<file path="config.mk">
export PLATFORM = sky130hd
export DESIGN_NAME = rf_wb_arbiter_flat
export DESIGN_NICKNAME = d
export VERILOG_FILES = /design/src/rtl/rf_pkg.sv /design/src/rtl/rf_wb_arbiter_if.sv /design/src/rtl/rr_arbiter.sv /design/src/rtl/rf_wb_arbiter.sv /design/src/flat_wrapper.sv
export SDC_FILE = /design/constraint.sdc
export NUM_CORES = 1
export LEC_CHECK = 0
export ABC_AREA = 1
export CORE_ASPECT_RATIO = 0.75
export CORE_MARGIN = 2
export CORE_UTILIZATION = 41
export DETAILED_ROUTE_END_ITERATION = 6
export GPL_ROUTABILITY_DRIVEN = 1
export PLACE_DENSITY = 0.81
export SETUP_SLACK_MARGIN = 0.4
export SLEW_MARGIN = 20
export SYNTH_ARGS = -nofsm -noshare
export SYNTH_HDL_FRONTEND = slang
export SYNTH_SLANG_ARGS = --single-unit
</file>
<file path="constraint.sdc">
create_clock -name clk -period 2.7 [get_ports clk]
set_input_delay 0.675 -clock clk [delete_from_list [all_inputs] [get_ports clk]]
set_output_delay 0.675 -clock clk [all_outputs]
set_load 0.005 [all_outputs]
</file>
<file path="src/rtl/rf_pkg.sv">
// Shared register-file constants and the write-back request record.
package rf_pkg;
    localparam int REG_ADDR_W = 5;
    localparam int NUM_REGS   = 32;
    localparam int XLEN       = 32;

    typedef struct packed {
        logic [REG_ADDR_W-1:0] waddr;
        logic [XLEN-1:0]       wdata;
    } wb_req_t;
endpackage

</file>
<file path="src/rtl/rf_wb_arbiter_if.sv">
// Write-back request bus between the N_REQ sources and the arbiter.
interface rf_wb_arbiter_if #(
    parameter int N_REQ = 3,
    parameter int XLEN  = rf_pkg::XLEN
);
    logic [N_REQ-1:0]                         req_valid;
    logic [N_REQ-1:0][rf_pkg::REG_ADDR_W-1:0] req_waddr;
    logic [N_REQ-1:0][XLEN-1:0]               req_wdata;
    logic [N_REQ-1:0]                         req_ready;

    modport master (output req_valid, req_waddr, req_wdata, input req_ready);
    modport slave  (input req_valid, req_waddr, req_wdata, output req_ready);
endinterface

</file>
<file path="src/rtl/rr_arbiter.sv">
// Combinational round-robin arbiter: first requester at or after ptr wins.
module rr_arbiter #(
    parameter int N     = 3,
    parameter int PTR_W = (N > 1) ? $clog2(N) : 1
) (
    input  logic [N-1:0]     req,
    input  logic [PTR_W-1:0] ptr,
    output logic [N-1:0]     grant,
    output logic [PTR_W-1:0] grant_idx,
    output logic             grant_any
);
    logic [2*N-1:0] dbl;
    logic [N-1:0]   rotated;
    logic [PTR_W:0] sum;

    // Rotating a doubled copy puts the pointer's requester at bit 0.
    assign dbl     = {req, req} >> ptr;
    assign rotated = dbl[N-1:0];

    always_comb begin
        grant     = '0;
        grant_idx = '0;
        grant_any = 1'b0;
        sum       = '0;
        for (int k = 0; k < N; k++) begin
            if (!grant_any && rotated[k]) begin
                grant_any = 1'b1;
                sum       = {1'b0, ptr} + (PTR_W+1)'(k);
                if (sum >= (PTR_W+1)'(N)) begin
                    sum = sum - (PTR_W+1)'(N);
                end
                grant_idx = sum[PTR_W-1:0];
            end
        end
        if (grant_any) begin
            grant = N'(1) << grant_idx;
        end
    end
endmodule

</file>
<file path="src/rtl/rf_wb_arbiter.sv">
// Register-file write-back arbiter: round-robin grant, registered write stage,
// and a pending-write scoreboard that decode uses for hazard stalls.
module rf_wb_arbiter #(
    parameter int N_REQ = 3,
    parameter int XLEN  = rf_pkg::XLEN
) (
    input  logic                          clk,
    input  logic                          reset,
    rf_wb_arbiter_if.slave                wb,
    input  logic                          issue_valid,
    input  logic [rf_pkg::REG_ADDR_W-1:0] issue_rd,
    output logic                          rf_write_en,
    output logic [rf_pkg::REG_ADDR_W-1:0] rf_waddr,
    output logic [XLEN-1:0]               rf_wdata,
    output logic [rf_pkg::NUM_REGS-1:0]   busy
);
    localparam int AW    = rf_pkg::REG_ADDR_W;
    localparam int PTR_W = $clog2(N_REQ);

    logic [PTR_W-1:0] rr_ptr_reg, rr_ptr_next;
    logic             write_en_reg, write_en_next;
    logic [AW-1:0]    waddr_reg, waddr_next;
    logic [XLEN-1:0]  wdata_reg, wdata_next;
    logic [rf_pkg::NUM_REGS-1:0] busy_reg, busy_next;

    logic [N_REQ-1:0] req_live;
    logic [N_REQ-1:0] grant;
    logic [PTR_W-1:0] grant_idx;
    logic             grant_any;
    logic             commit;

    logic [N_REQ-1:0][AW-1:0]   masked_waddr;
    logic [N_REQ-1:0][XLEN-1:0] masked_wdata;
    logic [AW-1:0]              win_waddr;
    logic [XLEN-1:0]            win_wdata;

    // Gating with reset keeps ready low for the whole time reset is asserted.
    assign req_live = wb.req_valid & {N_REQ{reset}};

    rr_arbiter #(.N(N_REQ), .PTR_W(PTR_W)) u_rr (
        .req       (req_live),
        .ptr       (rr_ptr_reg),
        .grant     (grant),
        .grant_idx (grant_idx),
        .grant_any (grant_any)
    );

    assign wb.req_ready = grant;

    for (genvar gi = 0; gi < N_REQ; gi++) begin : g_mask
        assign masked_waddr[gi] = grant[gi] ? wb.req_waddr[gi] : '0;
        assign masked_wdata[gi] = grant[gi] ? wb.req_wdata[gi] : '0;
    end

    always_comb begin
        win_waddr = '0;
        win_wdata = '0;
        for (int i = 0; i < N_REQ; i++) begin
            win_waddr = win_waddr | masked_waddr[i];
            win_wdata = win_wdata | masked_wdata[i];
        end
    end

    // Writes to x0 are consumed but never reach the register file.
    assign commit = grant_any && (win_waddr != '0);

    always_comb begin
        rr_ptr_next   = rr_ptr_reg;
        write_en_next = commit;
        waddr_next    = waddr_reg;
        wdata_next    = wdata_reg;
        busy_next     = busy_reg;
        if (grant_any) begin
            rr_ptr_next = (grant_idx == PTR_W'(N_REQ-1)) ? '0 : grant_idx + 1'b1;
        end
        if (commit) begin
            waddr_next = win_waddr;
            wdata_next = win_wdata;
        end
        if (write_en_reg) begin
            busy_next[waddr_reg] = 1'b0;
        end
        // Applied after the clear so a newly issued writer keeps the bit set.
        if (issue_valid && (issue_rd != '0)) begin
            busy_next[issue_rd] = 1'b1;
        end
        busy_next[0] = 1'b0;
    end

    always_ff @(posedge clk or negedge reset) begin
        if (!reset) begin
            rr_ptr_reg   <= '0;
            write_en_reg <= 1'b0;
            waddr_reg    <= '0;
            wdata_reg    <= '0;
            busy_reg     <= '0;
        end else begin
            rr_ptr_reg   <= rr_ptr_next;
            write_en_reg <= write_en_next;
            waddr_reg    <= waddr_next;
            wdata_reg    <= wdata_next;
            busy_reg     <= busy_next;
        end
    end

    assign rf_write_en = write_en_reg;
    assign rf_waddr    = waddr_reg;
    assign rf_wdata    = wdata_reg;
    assign busy        = busy_reg;
endmodule

</file>
<file path="src/flat_wrapper.sv">
// flat-port wrapper written by rule: the top's interface ports become plain ports
module rf_wb_arbiter_flat 
#(
    parameter int N_REQ = 3,
    parameter int XLEN  = rf_pkg::XLEN
)
  (clk, reset, issue_valid, issue_rd, rf_write_en, rf_waddr, rf_wdata, busy, wb_req_valid, wb_req_waddr, wb_req_wdata, wb_req_ready);
  rf_wb_arbiter_if #(.N_REQ(N_REQ), .XLEN(XLEN)) wb_i ();
  input  logic clk;
  input  logic reset;
  input  logic issue_valid;
  input  logic [rf_pkg::REG_ADDR_W-1:0] issue_rd;
  output logic rf_write_en;
  output logic [rf_pkg::REG_ADDR_W-1:0] rf_waddr;
  output logic [XLEN-1:0] rf_wdata;
  output logic [rf_pkg::NUM_REGS-1:0] busy;
  input wire logic [$bits(wb_i.req_valid)-1:0] wb_req_valid;
  input wire logic [$bits(wb_i.req_waddr)-1:0] wb_req_waddr;
  input wire logic [$bits(wb_i.req_wdata)-1:0] wb_req_wdata;
  output wire logic [$bits(wb_i.req_ready)-1:0] wb_req_ready;
  assign wb_i.req_valid = wb_req_valid;
  assign wb_i.req_waddr = wb_req_waddr;
  assign wb_i.req_wdata = wb_req_wdata;
  assign wb_req_ready = wb_i.req_ready;
  rf_wb_arbiter #(.N_REQ(N_REQ), .XLEN(XLEN)) u_core (.clk(clk), .reset(reset), .wb(wb_i), .issue_valid(issue_valid), .issue_rd(issue_rd), .rf_write_en(rf_write_en), .rf_waddr(rf_waddr), .rf_wdata(rf_wdata), .busy(busy));
endmodule
</file>
==> results.md <==
- Post-synthesis cell count: 505
- Tmin final: 2600 ps
- Switching Fraction: 45.0%
- Initial antenna violation count: 0
- CP required: 2910 ps
- H-tree levels: 3
- # IOs: approximately 200
- First-pass GRT wire length: 23800 µm
- Ant. Diodes: 0
- Ys flop type: dfrtp_1
- Vias per cell: 5.60
- Core ar.: 0.00954 mm²
- Netlist cell types: 23
- Skew-Pair Late Insertion Delay: between 300 and 400 ps
- Post-route ant nets: 0
- Port Buffer Count: 193
- Hold/Removal Path Class: flip-flop to flip-flop
- Hold Slack: 516 ps
- CTS Buf Count: 9
- Top cells by area, synth: dfrtp_1, nand2_1, o21ai_0
- Sequential share of the synthesized area: 44.8%
- Seq pwr share: 15.3%
- Maximum vdd drop: 1.35 mV
- Crit path kind: flip-flop to flip-flop
- Std-Cell Rows: 31
- Fillers: 650
- Root Buffer: clkbuf_16
- Most frequent cell after synthesis: nand2_1
- Async set-reset flop share out of synthesis: 100%
- # DRC: 0
- DRT Pass-1 Iters: 5
- Final setup skew: 6.66 ps
- Synth top cells by count: nand2_1, dfrtp_1, o21ai_0
- Unrepaired setup endpoints after global routing: true
- Die height: 89.2 µm
- EDFF count, synth: 0
- Synth Area in XOR/XNOR: 0%
- TritonCTS Sinks: 71
- Largest register FFs: 32
- Largest family of logic cells by synthesized area: simple AND/OR/NAND/NOR gates
- Seq cells post-synth: 71
- Startpoint Class: flip-flop
- Switching Power: 0.00594 W
- Cell leakage power: 3.16 nW
- Compound-Gate Fraction of Synth Area: 10.9%
- Die width: approximately 120 µm
- Ratio of cells with drive above 1 in the final layout: 22.5%
- R2R Setup Slk: 100 ps
- Pin count of the biggest net entering global routing: 72
- Initial DRC Count: 368
- Status: finished clean
- Worst-path fanout max: 8
- Area delta synth->final: 84.0%
- CTS tree: done
- Synth Warn #: 0
- Setup ws final: 97.7 ps
- Finish-stage setup viols: 0
- Post-Syn Area: ~0.0040 mm²
- Gr usage total: 29.0%
- Worst-margin pin slew: around 900 ps
- Post-synthesis adder-cell area fraction: less than 1%
- Worst Hold Depth: 2
- Max-slew headroom: 39.6%
- HPWL after detailed placement: 10300 µm
- Reg clk slew, reported paths: approximately 60 ps
- DR WL/cell: approximately 19 µm
- Starting Density: 41.5%
- Max Fclk: 384 MHz
- Nets: approximately 860
- Clk buf depth: 2
- Syn avg cell area: 7.85 µm²
- Seq. cell area: about 0.0018 mm²
- Top cell type by total area after synthesis: dfrtp_1
- PD cells: 1810 mW/mm²
- Synthesized Nets: about 630
- Pint: 0.00726 W
- Clock network fraction of total power: around 9%
- Overflow after GRT: 0
- Worst r2r src: u_core.rr_ptr_reg[0]
- Hold path startpoint: u_core.busy[2]
- Hold bufs inserted after CTS: 0
- Worst setup EP type: flip-flop
- Area share of and/or/nand/nor cells after synthesis: between 30% and 40%
- Crit share post-route: 96.4%
- Final wirelength: ~16000 µm
- Logic pwr share: between 70% and 80%
- Via count: between 4k and 5k
- Mux contribution to synthesized area: 0%
- WHS Endpoint: u_core.busy[2]
- Crit path DAT: 2820 ps
- Synth top area share: 44.8%
- GP Congestion: 0.867
- Multi-input gate area: 0.00232 mm²
- Final Max Tran Viols: 0
- Max-Cap Viols: 0
- Reg2Reg Depth: 17
- Reg2reg end: u_core.rf_wdata[20]
- Die area: 0.0105 mm²
- Pre-CTS setup slack: -651 ps
- Hold Vio Cnt, Final: 0
- Vias in the first global route: ~4.6k
==> stage by stage <==
| step | setup TNS (ps) | instance area [µm²] | total power [W] | cells | utilization, % |
|---|---|---|---|---|---|
| global route | 0 | 7290 | 0.0140 | 869 | 76.4 |
| floorplan | 0 | 4110 | 0.00612 | 505 | - |
| detailed placement | -22200 | 6170 | 0.00843 | 828 | 64.6 |
| global placement | -18140 | 6170 | 0.00822 | 828 | 64.6 |
| CTS | 0 | 6950 | 0.0117 | 862 | 72.9 |
| finish | 0 | 7290 | 0.0132 | 869 | 76.4 |
==> worst max path at each step <==
| stage | depth (start not counted) | from | to |
|---|---|---|---|
| after floorplan | 9 | reset | wb_req_ready[2] |
| after global routing | 17 | u_core.rr_ptr_reg[0] | u_core.rf_wdata[8] |
| after CTS | 10 | u_core.rr_ptr_reg[0] | wb_req_ready[0] |
| after detailed placement | 10 | wb_req_valid[0] | wb_req_ready[0] |
| after global placement | 10 | wb_req_valid[0] | wb_req_ready[0] |
| final | 17 | u_core.rr_ptr_reg[0] | u_core.rf_wdata[20] |
==> critical path, stage by stage, from the launching register on <==
cell	delay, ps
dfrtp_2	450
buf_6	150
nand3_4	100
nand3_4	120
nand2_8	130
nand3_4	120
nor2_4	160
nor2_8	60
buf_6	120
buf_6	110
nand4_1	90
nand3_2	130
nor2_4	180
nand3_4	120
buf_6	150
clkbuf_16	160
nand2_2	60
nand2_1	50
==> cells in the final DEF (no fill, tap or decap), types with 2 or more instances in the layout <==
cell,count
nand2_4,19
a22oi_1,14
clkinvlp_4,4
nand4_1,43
nand2_2,32
buf_6,10
buf_8,2
buf_12,10
dfrtp_1,70
buf_2,2
buf_16,6
o21ai_0,64
nand3_4,9
clkdlybuf4s50_1,186
nand3_2,15
nor2_1,3
clkbuf_16,12
inv_1,16
nor2_8,2
inv_2,4
nand3_1,44
buf_4,22
nor2_4,7
nand2_1,129
==> final cells by class <==
type                    count  share of cell area, %
multi-input cells         386                   31.8
repair buffers            242                   36.1
well taps                 132                   2.26
flip-flops and latches     71                   24.4
clock inverters             6                  0.944
inverters                  22                   1.24
clock buffers              10                   3.28
==> kinds of logic (layout without fill, tap and decap cells) <==
group / count (synthesis) / in the layout
buf+inv: 48 / 280
flops: 71 / 71
compound gates: 79 / 79
fa+ha+maj: 2 / 2
simple gates: 304 / 304
other cells: 1 / 1
==> power groups by stage <==
stage          Combinational (W)  Sequential, W  Clock (W)
6_report                 0.00996        0.00202    0.00121
5_1_grt                   0.0106        0.00207    0.00127
3_3_place_gp             0.00623        0.00199          0
4_1_cts                  0.00844        0.00200    0.00122
2_1_floorplan            0.00413        0.00199          0
3_5_place_dp             0.00643        0.00201          0
==> per-layer routing <==
metal	global-route usage [%]	part of all wire, %	vias to the layer above
met5	0	0	-
met4	8.65	1.8	0
met3	8.23	9.7	31
met2	53.0	50	290
met1	34.2	39	2347
li1	-	-	2200
==> timing repair <==
action | CTS | global route
setup buffers | 12 | 3
endpoints found under the setup margin | 42 | 41
gates resized for setup | 76 | 66
pin swaps | 15 | 24
cloned | 6 | 4
Note: power is estimated with default switching activity, not from simulation.
==> patch 1 (same flow settings) <==
Take the reset off `wdata_reg` and load it in a clocked block of its own.
--- a/src/rtl/rf_wb_arbiter.sv
+++ b/src/rtl/rf_wb_arbiter.sv
@@ -92,15 +92,17 @@
             rr_ptr_reg   <= '0;
             write_en_reg <= 1'b0;
             waddr_reg    <= '0;
-            wdata_reg    <= '0;
             busy_reg     <= '0;
         end else begin
             rr_ptr_reg   <= rr_ptr_next;
             write_en_reg <= write_en_next;
             waddr_reg    <= waddr_next;
-            wdata_reg    <= wdata_next;
             busy_reg     <= busy_next;
         end
+    end
+
+    always_ff @(posedge clk) begin
+        wdata_reg <= wdata_next;
     end
 
     assign rf_write_en = write_en_reg;
Formal check against the unedited RTL: differs if reset is asserted again (counterexample within 4 cycles, from zero or initial values and one cycle with reset low); with reset held inactive, the same outputs for 10 cycles.
==> patch 1 against the unedited design <==
- utilization down 1.8 points
- non-clock buffer count down 21
- wire length is 18% lower
- final cell count fell by 18%
- clock power is 7% lower
- worst setup slack better by 0.10 ns
- sequential cell count stayed put
- cell area fell by 14%
- synthesized area is 11% lower
- total power down 33%
- sequential share of layout area increased by 6.6 points
- die area is 11% lower
- highest routed layer unchanged
==> patch 1: results (changes against the unedited design) <==
- The final estimated routing congestion in global placement was 0.958 (+10%).
- The run finished with clean final reports.
- By area the synthesized netlist is led by dfrtp_1 (28%), edfxtp_1 (27%), nand2_1 (10%).
- The global-route wire length before repair is 19.4 mm (-18%).
- Ranked by instance count, the synthesized netlist is headed by nand2_1 (96), o21ai_0 (64), nand3_1 (42).
- The CTS buffer count came to 9 (unchanged).
- The arrival time of data at the critical path endpoint is 1.83 ns (-0.99 ns).
- The leakage power is 2.60 nW (-18%).
- The internal power contribution is 5.25 mW (-28%).
- The number of flip-flops under the largest register name is 32 (unchanged).
- The clock latency on the worst-skew pair is 0.33 ns (about the same).
- The largest fanout on the critical path is 5 (-3).
- The main flop type after synthesis is dfrtp_1.
- The count of different cell masters after synthesis is 21 (-8.7%).
- The share of the synthesized area in compound gates (AO/OA/AOI/OAI) is 16.1% (+5.2 points).
- After clock tree synthesis, the clock-pin slew on the worst setup and hold paths is around 0.050 ns.
- The number of global-route vias before repair was 3699 (-20%).
- The maximum root-to-sink buffer count was 2 (unchanged).
- The final clock skew is 0.00494 ns (-0.00173 ns).
- The number of filler instances in the final layout was 592 (-8.9%).
- The highest ir drop seen on vdd is 0.00102 V (-25%).
- The first-pass iteration count of the detailed router is 5 (unchanged).
- The number of enable flip-flop cells after synthesis is 32 (+32).
- The HPWL after detailed placement is 9.77 mm (-5.6%).
- The portion of netlist area occupied by mux cells is 0% (unchanged).
- In this run the clock root is driven by a clkbuf_16.
- The layout net count is 721 (-16%).
- The origin of the worst setup path is u_core.rr_ptr_reg[0].
- The routed wirelength normalized by instance count is 18.7 um (+0.81%).
- The number of levels in the clock H-tree is 3 (unchanged).
- The delay of the slowest cell on the worst path is 0.43 ns (-0.02 ns).
- The placed instance area is 5770 sq um (-6.4%).
- The total routing resource utilization after global routing came to 26.5% (-2.5 points).
- The share of synthesized cell area in full adder, half adder and majority cells is 0.711% (+0.080 points).
- The class of the tightest hold or removal check is in -> async.
- The number of antenna cells inserted is 0 (unchanged).
- The pin count of the biggest net entering global routing is 38 (-47%).
- The cell type group with the largest total delay on the critical path is simple AND/OR/NAND/NOR gates.
- The number of nets in the synthesized netlist is 500 (-21%).
- The sequential cell area fraction in the yosys report came to 55.0% (+10 points).
- The setup slack at placement is -0.553 ns (+0.0981 ns).
- The total vias in the final route is 3912 (-20%).
- The first-iteration detailed-routing DRC count is 271 (-26%).
- The ratio of cells with drive above 1 in the final layout came to 16.3% (-6.2 points).
- The fraction of registers with async set/reset came to 54.9% (-45 points).
- The initial antenna violation count is 0 (unchanged).
## patch 1: changes by cell type after synthesis, moves of 2 or more
cell	change
nor2_8	-2
buf_1	-3
dfrtp_1	-32
nand2_1	-81
nor2_4	+2
nand4_1	-32
a22oi_1	+18
buf_6	-9
clkbuf_1	-3
edfxtp_1	+32
nand3_1	-19
## patch 1: per-stage QoR
| stage | hold WS, ns | setup TNS, ns | std cells | utilization, % |
|---|---|---|---|---|
| 6_report | 0.300 | 0 | 710 | 74.6 |
| 5_1_grt | 0.298 | 0 | 710 | 74.6 |
| 4_1_cts | 0.335 | 0 | 705 | 73.4 |
| 3_5_place_dp | 0.501 | -23.04 | 688 | 68.9 |
| 3_3_place_gp | 0.492 | -16.83 | 688 | 68.9 |
| 2_1_floorplan | 0.379 | 0 | 376 | - |
## patch 1: repair_timing
action,4_1_cts,5_1_grt
setup buffers,1,4
hold buffers,0,0
pin swaps,13,6
gates resized for setup,44,14
endpoints found under the setup margin,74,41
endpoints found under the hold margin,0,0
gates cloned,0,1
## patch 1: worst paths after layout
kind	to	slack, ns	depth (start not counted)
max reg2reg	u_core.rf_wdata[20]	0.25	16
min in group clk	u_core.busy[14]	0.51	2
min reg2reg	u_core.busy[14]	0.51	2
max in group asynchronous	u_core.busy[19]	1.90	2
min	u_core.rr_ptr_reg[0]	0.30	2
max	wb_req_ready[2]	0.20	9
## patch 1: area by class of cell
class	instances	area share, %
repair buffers	221	35.3
flip-flops and latches	71	31.0
well taps	108	2.16
clock inverters	4	0.440
multi-input cells	272	25.6
inverters	22	1.36
clock buffers	12	4.12
## patch 1: power groups by stage
stage | Sequential [mW] | Combinational, mW | Clock [mW]
2_1_floorplan | 2.29 | 2.43 | 0
3_3_place_gp | 2.25 | 4.78 | 0
3_5_place_dp | 2.28 | 4.92 | 0
4_1_cts | 2.27 | 5.11 | 1.14
5_1_grt | 2.32 | 5.81 | 1.19
6_report | 2.28 | 5.43 | 1.12
## patch 1: worst register-to-register path: stages, from the launching register on
cell	delay, ns
dfrtp_2	0.43
buf_6	0.14
nand3_1	0.09
nand3_1	0.11
nand2_2	0.15
nand3_4	0.12
nor2_4	0.12
nor2_4	0.05
buf_4	0.13
buf_4	0.14
nand3_2	0.06
nand2_1	0.06
clkinv_1	0.05
nand2_2	0.07
nor2_4	0.15
nand3_4	0.14
clkbuf_16	0.20
## patch 1: layer usage
metal | part of all wire (%) | GRT usage (%) | vias up | wire length, um
met5 | 0 | 0 | - | 0
met4 | 3.0 | 8.98 | 0 | 402
met3 | 7.2 | 7.00 | 40 | 950
met2 | 52 | 46.1 | 187 | 6840
met1 | 38 | 32.4 | 1895 | 5080
li1 | - | - | 1790 | -
==> patch 2 (config.mk and constraints unchanged) <==
Made on the original files. The package constant `NUM_REGS` goes from 32 to 64.
--- a/src/rtl/rf_pkg.sv
+++ b/src/rtl/rf_pkg.sv
@@ -1,7 +1,7 @@
 // Shared register-file constants and the write-back request record.
 package rf_pkg;
     localparam int REG_ADDR_W = 5;
-    localparam int NUM_REGS   = 32;
+    localparam int NUM_REGS   = 64;
     localparam int XLEN       = 32;
 
     typedef struct packed {
Ports: changed (resized busy); port bits go from 195 to 227. No check against the original RTL was run, so the function may have changed too.
==> patch 2 against the unedited design <==
- worst setup slack better by 0.033 ns
- clock skew is 0.00064 ns higher
- first-iteration DRC count rose by 38%
- cell area is 6.1% lower
- total power shrank 15%
- count of clock-buffer cells in the layout shrank 1
- synthesized cell count increased by 8.1%
- sequential cell count unchanged
- largest cell class unchanged
- wire length is 4.0% lower
- utilization down 6.1 points
- non-clock buffer count fell by 7
- synthesized area is 4.5% higher
==> patch 2: results (changes against the unedited design) <==
- The count of different cell masters after synthesis was 19 (-17%).
- The final estimated routing congestion in global placement is 0.903 (+4.2%).
- In the post-synthesis netlist, the biggest area contributors are dfrtp_1 (43%), nand2_1 (17%), nand3_1 (9.4%).
- The worst max-slew margin expressed relative to the limit is 39.8% (+0.21 points).
- In this run the worst setup path terminates at wb_req_ready[0].
- The routed wirelength normalized by instance count is 17.1 um (-7.5%).
- The run finished with clean final reports.
- The final clock skew is 0.00730 ns (+0.000636 ns).
- The power attributed to combinational cells was 8.03 mW (-19%).
- The number of global-route vias before repair came to 4724 (+2.5%).
- The ratio of cells with drive above 1 in the final layout is 14.4% (-8.1 points).
- The maximum root-to-sink buffer count came to 2 (unchanged).
- The internal power contribution came to 6.12 mW (-16%).
- The number of filler instances in the final layout is 775 (+19%).
- The number of stages on the worst hold path is 2 (unchanged).
- The first-iteration detailed-routing DRC count is 509 (+38%).
- The largest fanout on the critical path is 7 (-1).
- The total routing resource utilization after global routing is 28.3% (-0.78 points).
- The setup slack at placement is -0.692 ns (-0.0411 ns).
- The met1 routing resource usage after global routing is 36.1% (+1.9 points).
- The global-route wire length before repair is 24.3 mm (+1.8%).
- The end of the worst register-to-register path is u_core.rf_wdata[19].
- By count the netlist is led by nand2_1 (192), nand3_1 (78), dfrtp_1 (71).
- The layout net count is 889 (+3.9%).
- The HPWL after detailed placement is 11.2 mm (+8.3%).
- The met2 layer wire length in the routed design was 7.28 mm (-9.2%).
- The met3 wirelength from detailed routing is 1.52 mm (-2.3%).
- The total vias in the final route came to 4791 (-1.6%).
- The highest ir drop seen on vdd is 0.00112 V (-17%).
- For hold timing, the worst endpoint is u_core.busy[6].
- The worst-case setup margin in the final layout was 0.131 ns (+0.0331 ns).
- The leakage power is 3.09 nW (-2.3%).
- The count of hold buffers inserted by post-cts repair is 0 (unchanged).
- In this run the most critical hold path is launched from u_core.busy[6].
- The detailed-routing wirelength on met1 came to 6.21 mm (-0.80%).
- The met3 usage in global routing was 8.67% (+0.44 points).
patch 2: cell count changes after synthesis, moves of 3 or more:
cell	delta
buf_4	+34
nand3_1	+17
a22oi_1	-14
buf_2	+4
buf_1	-3
nand4_1	-5
buf_6	-3
nand2_1	+15
patch 2: metrics by stage:
stage	TNS (ns)	total power, mW	area [sq um]	instances	hold WS, ns
finish	0	11.3	6850	902	0.518
global route	0	12.1	6850	902	0.535
CTS	0	10.8	6750	896	0.513
detailed placement	-21.97	8.83	6240	870	0.499
global placement	-19.14	8.64	6240	870	0.492
floorplan	0	6.17	4380	578	0.379
patch 2: worst register-to-register path, stage by stage, from the launching register on:
cell and delay (ns):
dfrtp_2 0.44, buf_6 0.13, nand3_4 0.09, nand3_1 0.12, nand2_2 0.12, nand3_2 0.10
nor2_4 0.17, nor2_8 0.07, buf_4 0.14, buf_4 0.14, nand3_1 0.09, nand3_2 0.13
nor2_4 0.15, buf_4 0.13, nand3_4 0.12, buf_12 0.19, nand2_1 0.07, nand2_1 0.06
patch 2: layout make-up:
class	instances	area [sq um]	share of cell area [%]
timing repair buffer	235	2370	34.5
multi-input combinational	428	2160	31.5
sequential	71	1780	26.0
clock buffer	9	225	3.29
tap	132	165	2.41
inverter	20	85.1	1.24
clock inverter	7	73.8	1.08
patch 2: cells by family after synthesis:
| group | synth area share (%) |
|---|---|
| AND/OR/NAND/NOR | 36.6 |
| flip-flops | 42.9 |
| buffers and inverters | 12.1 |
| AO/OA/AOI/OAI | 7.73 |
| other | 0.0905 |
| adder cells (fa/ha/maj) | 0.604 |
patch 2: what timing repair did:
| action | CTS | global route |
|---|---|---|
| endpoints found under the setup margin | 41 | 41 |
| gates cloned | 2 | 1 |
| resized for setup | 49 | 15 |
| hold endpoints to repair | 0 | 0 |
| pin swaps | 14 | 16 |
| setup buffers | 8 | 5 |
